## config.mk

```make
export PLATFORM = sky130hd
export DESIGN_NAME = ebpf_lsh_iter_64bit
export DESIGN_NICKNAME = d
export VERILOG_FILES = /design/src/rtl/ebpf_lsh_iter_64bit.sv
export SDC_FILE = /design/constraint.sdc
export NUM_CORES = 1
export LEC_CHECK = 0
export CORE_UTILIZATION = 52
export DETAILED_ROUTE_END_ITERATION = 16
export GPL_TIMING_DRIVEN = 0
export PLACE_DENSITY = 0.92
export REMOVE_ABC_BUFFERS = 1
export SYNTH_ARGS = -nofsm -noshare
export SYNTH_HDL_FRONTEND = slang
export SYNTH_SLANG_ARGS = --single-unit
```

## constraint.sdc

```tcl
create_clock -name clk -period 7.7 [get_ports clk]
set_input_delay 0.77 -clock clk [delete_from_list [all_inputs] [get_ports clk]]
set_output_delay 0.77 -clock clk [all_outputs]
set_load 0.01 [all_outputs]
```

## src/rtl/ebpf_lsh_iter_64bit.sv

```systemverilog
// ebpf_lsh_iter_64bit: multi-cycle 64-bit logical left shifter (eBPF BPF_LSH, ALU64/ALU32)
//   clk, rst              : core clock, asynchronous active-high reset
//   in_valid/in_ready     : operand handshake; in_a = value, in_b = shift amount, in_alu32 = 32-bit mode
//   out_valid/out_ready   : result handshake; out_c = shifted result (0 when no result is presented)
//   busy                  : an operation is in flight or its result is awaiting handoff
//   STEP bits are shifted per cycle so no full 64-bit barrel sits on the critical path.
module ebpf_lsh_iter_64bit #(
  parameter int STEP = 8
) (
  input  logic        clk,
  input  logic        rst,
  input  logic        in_valid,
  output logic        in_ready,
  input  logic [63:0] in_a,
  input  logic [63:0] in_b,
  input  logic        in_alu32,
  output logic        out_valid,
  input  logic        out_ready,
  output logic [63:0] out_c,
  output logic        busy
);
  typedef enum logic [1:0] {IDLE, SHIFT, DONE} state_t;
  localparam logic [6:0] STEP_W = 7'(STEP);
  state_t      state_q, state_d;
  logic [63:0] acc_q, acc_d;
  logic [6:0]  rem_q, rem_d;
  logic        alu32_q, alu32_d;
  logic [6:0]  shamt;
  logic        big;
  logic        in_ready_q, out_valid_q, busy_q;
  logic [63:0] out_c_q;
  // eBPF masks the shift amount to the operand width
  assign shamt = in_alu32 ? {2'b0, in_b[4:0]} : {1'b0, in_b[5:0]};
  assign big   = rem_q >= STEP_W;
  always_comb begin
    state_d = state_q;
    acc_d   = acc_q;
    rem_d   = rem_q;
    alu32_d = alu32_q;
    if (state_q == IDLE && in_valid) begin
      acc_d   = in_alu32 ? {32'h0, in_a[31:0]} : in_a;
      rem_d   = shamt;
      alu32_d = in_alu32;
      state_d = (shamt == 7'd0) ? DONE : SHIFT;
    end else if (state_q == SHIFT) begin
      // final partial step consumes whatever remains below STEP
      acc_d   = big ? acc_q << STEP_W : acc_q << rem_q;
      rem_d   = big ? rem_q - STEP_W : 7'd0;
      state_d = (rem_d == 7'd0) ? DONE : SHIFT;
    end else if (state_q == DONE && out_ready) begin
      state_d = IDLE;
    end
  end
  // outputs are registered from the next-state values so they line up with the state register
  always_ff @(posedge clk or posedge rst) begin
    if (rst) begin
      state_q     <= IDLE;
      acc_q       <= '0;
      rem_q       <= '0;
      alu32_q     <= 1'b0;
      in_ready_q  <= 1'b1;
      out_valid_q <= 1'b0;
      busy_q      <= 1'b0;
      out_c_q     <= '0;
    end else begin
      state_q     <= state_d;
      acc_q       <= acc_d;
      rem_q       <= rem_d;
      alu32_q     <= alu32_d;
      in_ready_q  <= state_d == IDLE;
      out_valid_q <= state_d == DONE;
      busy_q      <= state_d != IDLE;
      out_c_q     <= (state_d == DONE) ? (alu32_d ? {32'h0, acc_d[31:0]} : acc_d) : '0;
    end
  end
  assign in_ready  = in_ready_q;
  assign out_valid = out_valid_q;
  assign busy      = busy_q;
  assign out_c     = out_c_q;
endmodule

```

# --- Yosys cells after proc, flatten, opt, wreduce, memory -nomap -nowiden ---
# Cells that the tools add are included.
word_totals:
  in_bits: 133
  elab_cells: 38
  output_inout_bits: 67
  regBits: 141
classes:
  n_addsub: 1
  eq_ne: 3
  n_reduce_logical: 8
  magnitude_cmp: 1
  shifts: 1
  mux: 16
ops:
  columns: ["op", "n"]
  rows:
  - ["$mux W64", 6]
  - ["$shl A64 B7 Y64", 1]
  - ["$mux W7", 3]
  - ["$logic_not A7 Y1", 2]
  - ["$mux W2", 5]
  - ["$ge A7 B4 Y1 const B", 1]
  - ["$sub A7 B4 Y7 const B", 1]
  - ["$mux W6", 1]
  - ["$eq A2 B2 Y1 const B", 2]
  - ["$logic_not A2 Y1", 2]
  - ["$reduce_bool A2 Y1", 2]
  - ["$eq A2 B1 Y1 const B", 1]
  - ["$logic_and A1 B1 Y1", 2]
  - ["$mux W1", 1]

# --- Depth between registers and ports, before layout ---
# Gate-level depths: netlist of the first run.
logic_depth:
  word_depth: 8
  ltp_mapped: 15

# --- Worst setup path before layout of the first run ---
# Ideal clock, no wire load.
synth_path:
  path_type: "reg-to-reg"
  startpoint: "reg rem_q[3]"
  endpoint: "reg out_c_q[59], in the netlist out_c[59]"
  stages_incl_launch_ff: 14
  setup_ns: 0.128
  period_less_slack_ns: 2.958
  setup_slack_ns: 4.742
  t_arrival_ns: 2.830
  cell_sequence: "dfrtp_1 buf_2 buf_6 buf_4 clkinv_1 buf_2 ha_1 or3b_1 buf_2 a211o_1 buf_2 buf_2 nor4b_4 nor3_2"
synth_between:
  elab_chain_len: 8
  elab_cells_between_ends: 14
synth_rtl:
  columns: ["element", "line_no", "rtl"]
  rows:
  - ["start: declaration", "26", "logic [6:0] rem_q, rem_d;"]
  - ["start signal: assignment", "68", "rem_q <= rem_d;"]
  - ["$sub A7 B4 Y7 or $ge A7 B4 Y1 (tied branches)", "48, 34", null]
  - ["$mux W7", "48", "rem_d = big ? rem_q - STEP_W : 7'd0;"]
  - ["$logic_not A7 Y1", "49", "state_d = (rem_d == 7'd0) ? DONE : SHIFT;"]
  - ["$mux W2", "49", null]
  - ["$mux W2", "45", "end else if (state_q == SHIFT) begin"]
  - ["$mux W2", "40", "if (state_q == IDLE && in_valid) begin"]
  - ["$eq A2 B2 Y1", "73", "out_c_q <= (state_d == DONE) ? (alu32_d ? {32'h0, acc_d[31:0]} : acc_d) : '0;"]
  - ["$mux W64 (*)", "73", null]
  - ["end signal: assignment", "73", null]
  - ["end: declaration", "31", "logic [63:0] out_c_q;"]
# Every way passes the cells marked *; elsewhere a longest branch is shown, timed or not.
# A chain may end at the register's enable or synchronous reset.

# --- Worst setup path after layout of the first run ---
layout_path:
  startpoint: "reg rem_q[4]"
  endpoint: "reg out_c_q[46], in the netlist out_c[46]"
layout_between:
  elab_cells_between_ends: 14
layout_lines:
  columns: ["element", "line_no", "rtl"]
  rows:
  - ["$shl A64 B7 Y64 or $ge A7 B4 Y1 (tied branches)", "47, 34", null]
  - ["$mux W64 (*)", "47", "acc_d = big ? acc_q << STEP_W : acc_q << rem_q;"]
  - ["$mux W64 (*)", "45", null]
  - ["$mux W64 (*)", "40", null]
  - ["net acc_d[46]", "25", "logic [63:0] acc_q, acc_d;"]
  - ["$mux W64 (*) (2 in series)", "73", null]
# The timed path passes the listed nets; every way through them passes the cells marked *.

==> reports/qor.txt, run 1 <==
Number of DRC markers in iteration 0 - 1409
FF-to-FF Start - rem_q[4]$_DFFE_PP0P_
Total power - 5.58 mW
Depth of the CTS H-tree - 4
Post-CTS setup buffers - 0
Top post-synthesis cells by area - dfrtp_1, mux4_2, mux2i_1, mux4_1, mux2_2
Clock share of power - 15.6%
Most used DFF post-synth - dfrtp_1
CP Launch Type - register
Combinational family with the most area after synthesis - multiplexers
Cells after Synth - 1029
Largest net degree at the start of global routing - 76
Post-layout util - 62.7%
Switching power share of the total - 48.6%
I/O pins - 200
Die X - 145 um
VDD IR-drop max - 0.219 mV
DP HPWL - 26600 um
Crit Path Class - reg -> reg
Total CTS buffers - 17
RSZ-0062 raised after global routing - false
R2R Setup Slk - 1920 ps
Leak - 4.98 nW
Layout cells sized above 1 - 14.9%
Final setup margin - 1920 ps
Post-synth top area share - 32.9%
GP Congestion - 0.942
Count of state elements after synthesis - 141
Syn_area_per_cell - 10.4 um2
CP required - 8030 ps
Xor/xnor cell area share of the yosys netlist - 0.164%
Slew Limit Fails - 0
Unique masters post-synth - 84
Worst-path cell chain - clkinv_1 -> ha_1 -> or3b_1 -> a21o_1 -> nand2_2 -> o221ai_1 -> a211oi_1 -> and2_1
Clock-pin transition on the worst setup and hold timing paths - 60 ps
Gates resized, CTS repair - 0
Final hold vios - 0
Final period utilization - 75.1%
Syn. warnings - 0
Reg2Reg Depth - 8
Fillers - 1587
Ys async rst share - 100%
WL/cell - 28.0 um
Final worst path period need - 5780 ps
Max Cap Violations - 0
Fmax - 0.173 GHz
Synth Area in Simple Gates - 14.3%
CP max FO - 32
Slew of the pin with the lowest slew margin - 1400 ps
First-pass GRT wire length - 59700 um
Sink Count - 141
FP Rows - 52
Starting Density - 52.9%
DRT antenna net count - 0
Status - complete, no violations
Clock root buffer - clkbuf_16
Area leader, netlist - dfrtp_1
Max clock buf depth - 2
Pre-antenna DRT Iters - 6
Area grow syn2layout - 18.5%
Final Non-Filler Cells - 1388
Cell Int Power - 2.87 mW
Clk_lat worst skew - 440 ps
Dpl cell area - 12000 um2
Post-synthesis mux area share - 26.4%
Slew margin rel. - 6.50%
# port buffers - 141
P_sw - 2.71 mW
Worst hold path stage count - 2
Final #Nets - 1239
Gr ovfl total - 0
Sequential share of power - 26.6%
Sum Neg Setup Slack - 0 ps
Die height - 145 um
Synth Area in Adders - 0.117%
Antenna fix cells - 0
Part of the power in combinational logic - 57.8%
Setup Slack @ Placement - 2260 ps
Slowest cell on crit path - dfrtp_1
Final setup fails - 0
Syn Std Cell Area - 10700 um2
Min-Delay Path Class - reg -> reg
Hold_ws - 520 ps
Drt total wl - 38800 um
Initial antenna violation count - 0
CTS tree - yes
Die area - 21100 um2
Post-route DRC - 0
Vias in the first global route - 9832
Post-CTS Hold Fix Bufs - 0
Fin area - 12600 um2
WHS Endpoint - alu32_q$_DFF_PP0_
Dpl cells - 1356
Pwr dens - 442 nW/um2
Critical path arrival - 6110 ps
Worst R2R End - out_c[46]$_DFF_PP0_
Vias per inst - 7.23
CP endpoint kind - register
Max stage delay on crit path - 1270 ps
Hold Crit Start - alu32_q$_DFF_PP0_
Gr usage total - 37.1%
Core Box Area - 20200 um2
Vias - 10000
Sequential share of the synthesized area - 33.1%
EDFF count, synth - 0
Worst Clk Skew - 10.8 ps
Synth Area in Compound Gates - 19.8%
==> worst max-delay path by stage <==
stage,from,end,cells after the start
CTS,rem_q[4]$_DFFE_PP0P_,out_c[47]$_DFF_PP0_,8
global route,rem_q[4]$_DFFE_PP0P_,out_c[47]$_DFF_PP0_,8
finish,rem_q[4]$_DFFE_PP0P_,out_c[46]$_DFF_PP0_,8
global placement,rem_q[2]$_DFFE_PP0P_,out_c[59]$_DFF_PP0_,6
floorplan,rem_q[0]$_DFFE_PP0P_,out_c[29]$_DFF_PP0_,5
detailed placement,rem_q[4]$_DFFE_PP0P_,out_c[47]$_DFF_PP0_,8
==> final cells by class <==
type / instances / area [um2] / share of cell area, %
tap: 270 / 338 / 2.67
inverter: 21 / 85.1 / 0.673
sequential: 141 / 3540 / 28.0
timing repair buffer: 148 / 1560 / 12.3
multi-input combinational: 776 / 6510 / 51.5
clock buffer: 20 / 447 / 3.53
clock inverter: 12 / 159 / 1.26
==> registers in the layout, summed over array words and instances (netlist names) <==
signal,count
out_valid,1
state_q,2
in_ready,1
rem_q,7
acc_q,64
alu32_q,1
busy,1
out_c,64
==> placed cells by master (no fill, tap or decap), types with 20 or more instances in the layout <==
| cell type | synthesis | routed |
|---|---|---|
| clkdlybuf4s50_1 | 0 | 141 |
| nor2_1 | 83 | 81 |
| a21oi_1 | 46 | 46 |
| a222oi_1 | 24 | 24 |
| nand2_1 | 96 | 96 |
| nor2b_1 | 26 | 26 |
| o22ai_1 | 20 | 20 |
| mux2i_1 | 64 | 64 |
| o21ai_0 | 34 | 34 |
| nand3_1 | 20 | 20 |
| dfrtp_1 | 140 | 136 |
| nor3_1 | 32 | 31 |
| a21o_1 | 27 | 27 |
| o221ai_1 | 25 | 25 |
| mux4_2 | 58 | 58 |
| mux2_2 | 35 | 35 |
==> power groups by stage <==
| stage | logic (mW) | clock network (mW) | registers [mW] |
|---|---|---|---|
| after floorplan | 2.08 | 0 | 1.38 |
| after global placement | 2.96 | 0 | 1.58 |
| after detailed placement | 3.11 | 0 | 1.47 |
| after CTS | 3.13 | 0.864 | 1.46 |
| after global routing | 3.38 | 0.895 | 1.51 |
| final | 3.22 | 0.870 | 1.49 |
==> metal layers <==
metal | GRT usage [%] | up-vias | share of wire [%]
met1 | 48.9 | 4911 | 38
met2 | 59.5 | 827 | 47
met4 | 15.6 | 0 | 3.9
li1 | - | 4172 | -
met3 | 7.67 | 123 | 11
met5 | 0 | - | 0
==> critical path: cells and delay by family (launching register included) <==
family | cells | cell delay, ps
AOI/OAI and AO/OA | 3 | 1290
DFF | 1 | 1270
buffers and inverters | 1 | 1250
and+or+nand+nor | 3 | 1200
adders and majority gates | 1 | 620
==> cells by family after synthesis <==
group	count (synthesis)
xor gates and xnor gates	2
AOI/OAI and AO/OA	283
and+or+nand+nor	315
adders and majority gates	1
DFF	141
buffers and inverters	112
muxes	175
==> cell usage after synthesis (4+ instances only) <==
library cell / count
a222oi_1: 24
mux2i_1: 64
and3_1: 8
nand2b_1: 5
a22o_1: 4
o21bai_1: 5
a31oi_1: 10
o211a_1: 4
o211ai_1: 7
clkinv_1: 4
nor3_1: 32
nor3b_1: 4
nand4_1: 5
and2_1: 14
a211oi_1: 11
mux4_2: 58
dfrtp_1: 140
buf_4: 10
clkbuf_1: 31
inv_1: 17
nand3_1: 20
o21ai_0: 34
a21oi_1: 46
nor2b_1: 26
buf_6: 11
buf_2: 31
nand2_1: 96
o22ai_1: 20
a21o_1: 27
mux2_2: 35
a22oi_1: 18
o221ai_1: 25
nor2_1: 83
mux4_1: 18
o31ai_1: 5
(Power assumes the default switching activity.)
==> run 2, diff against run 1 <==
CORE_UTILIZATION = 49   (was 52)
PLACE_DENSITY = 0.91   (was 0.92)
clock period = 4.83 ns   (was 7.7 ns; I/O delays follow)
==> run 2 against run 1 <==
  * Routed wire length shrank 0.62%
  * Largest cell class unchanged
  * First-iteration DRC count grew 29%
  * Highest routed layer is now met5
  * Setup slack lost 1800 ps
==> reports/qor.txt, run 2 (synthesis results as in run 1) <==
Sequential share of power - 27.2%
Final #Nets - 1239
Leak - 4.99 nW
CP Launch Type - register
Final worst path period need - 4740 ps
Crit Path Class - reg -> reg
Slew margin rel. - 4.98%
Vias in the first global route - 9635
Area grow syn2layout - 19.1%
Depth of the CTS H-tree - 4
Die height - 150 um
P_sw - 4.34 mW
Commonest non-fill, non-tap cell in the layout - clkdlybuf4s50_1
Max clock buf depth - 2
Critical path arrival - 5080 ps
Final period utilization - 98.1%
Vias - 10200
Gr usage total - 35.1%
CP endpoint kind - register
Slew Limit Fails - 0
WL/cell - 27.7 um
Largest net degree at the start of global routing - 76
First-pass GRT wire length - 58500 um
FP Rows - 53
WHS Endpoint - alu32_q$_DFF_PP0_
Cell Int Power - 4.63 mW
Layout cells sized above 1 - 15.3%
Pwr dens - 706 nW/um2
RSZ-0062 raised after global routing - false
Post-CTS Hold Fix Bufs - 0
Post-route DRC - 0
Clock root buffer - clkbuf_16
CP required - 5170 ps
Sink Count - 141
Max Cap Violations - 0
Hold Crit Start - alu32_q$_DFF_PP0_
Number of DRC markers in iteration 0 - 1815
Final Non-Filler Cells - 1393
I/O pins - 200
VDD IR-drop max - 0.373 mV
Die area - 22400 um2
GP Congestion - 0.994
Core Box Area - 21200 um2
Post-CTS setup buffers - 0
Vias per inst - 7.29
Clk_lat worst skew - 430 ps
CTS tree - yes
R2R Setup Slk - 90 ps
Final setup fails - 0
Total power - 8.97 mW
Sum Neg Setup Slack - 0 ps
Gr ovfl total - 0
CP max FO - 47
Min-Delay Path Class - reg -> reg
DRT antenna net count - 0
Dpl cells - 1361
FF-to-FF Start - rem_q[3]$_DFFE_PP0P_
Reg2Reg Depth - 9
Initial antenna violation count - 1
# port buffers - 141
Drt total wl - 38600 um
Clock-pin transition on the worst setup and hold timing paths - 70 ps
Clock share of power - 16.1%
Status - complete, no violations
Slew of the pin with the lowest slew margin - 1420 ps
Final hold vios - 0
Starting Density - 50.4%
Antenna fix cells - 0
Total CTS buffers - 17
Part of the power in combinational logic - 56.7%
Worst R2R End - out_c[3]$_DFF_PP0_
Commonest cells after routing, fill and taps aside - clkdlybuf4s50_1, dfrtp_1, nand2_1
Worst hold path stage count - 2
Die X - 150 um
Pre-antenna DRT Iters - 6
DP HPWL - 26300 um
Switching power share of the total - 48.3%
Fmax - 0.211 GHz
Worst Clk Skew - 9.85 ps
## run 2: cell types whose count changed in the layout (fill, tap and decap cells not counted), sizes merged
cell,change
bufinv,+1
clkinvlp,+2
inv,-1
clkinv,-2
## run 2: worst max path at each step
| stage | end | cells past startpoint | slack [ps] | from |
|---|---|---|---|---|
| floorplan | out_c[29]$_DFF_PP0_ | 5 | 50 | rem_q[0]$_DFFE_PP0P_ |
| global placement | out_c[59]$_DFF_PP0_ | 6 | -1950 | rem_q[2]$_DFFE_PP0P_ |
| detailed placement | out_c[47]$_DFF_PP0_ | 8 | -550 | rem_q[4]$_DFFE_PP0P_ |
| CTS | out_c[54]$_DFF_PP0_ | 9 | 140 | rem_q[3]$_DFFE_PP0P_ |
| global route | out_c[2]$_DFF_PP0_ | 9 | 50 | rem_q[3]$_DFFE_PP0P_ |
| finish | out_c[3]$_DFF_PP0_ | 9 | 90 | rem_q[3]$_DFFE_PP0P_ |
## run 2: area by class of cell
| cell class | count | area, um2 |
|---|---|---|
| timing repair buffer | 148 | 1570 |
| inverter | 21 | 90.1 |
| tap | 275 | 344 |
| clock buffer | 20 | 447 |
| clock inverter | 12 | 186 |
| sequential | 141 | 3540 |
| multi-input combinational | 776 | 6520 |
| fill | 1714 | 8450 |
## run 2: what timing repair did
action,in CTS,in global routing
pin swaps,0,0
resized for setup,2,2
hold endpoints to repair,0,0
endpoints found under the setup margin,120,18
## run 2: power by group through the flow
| stage | Clock, mW | Sequential [mW] | Combinational [mW] |
|---|---|---|---|
| detailed placement | 0 | 2.39 | 4.87 |
| CTS | 1.44 | 2.38 | 4.93 |
| global route | 1.49 | 2.46 | 5.34 |
| floorplan | 0 | 2.20 | 3.32 |
| global placement | 0 | 2.52 | 4.65 |
| finish | 1.44 | 2.44 | 5.09 |
## run 2: metal layers
layer,global-route usage [%],vias up,wire [um]
met5,0,-,12
met4,18.9,2,1980
met3,8.66,173,4840
met2,53.9,915,17700
met1,45.7,4888,14000
li1,-,4172,-
## run 2: through the flow
stage	setup slack [ps]	hold WS [ps]	util [%]	area, um2
2_1_floorplan	46.2	451	-	10100
3_3_place_gp	-1950	469	56.0	11800
3_5_place_dp	-553	492	57.0	12100
4_1_cts	136	504	60.0	12700
5_1_grt	45.2	552	60.0	12700
6_report	90.2	501	60.0	12700
## run 2: critical path, stage by stage, from the launching register on
cell and delay, ps:
dfrtp_2 610, buf_12 280, clkinvlp_4 390, ha_1 340
or3b_1 540, a211oi_4 860, nand2_1 830, nor3_1 430
a222oi_1 170, nor2_1 160
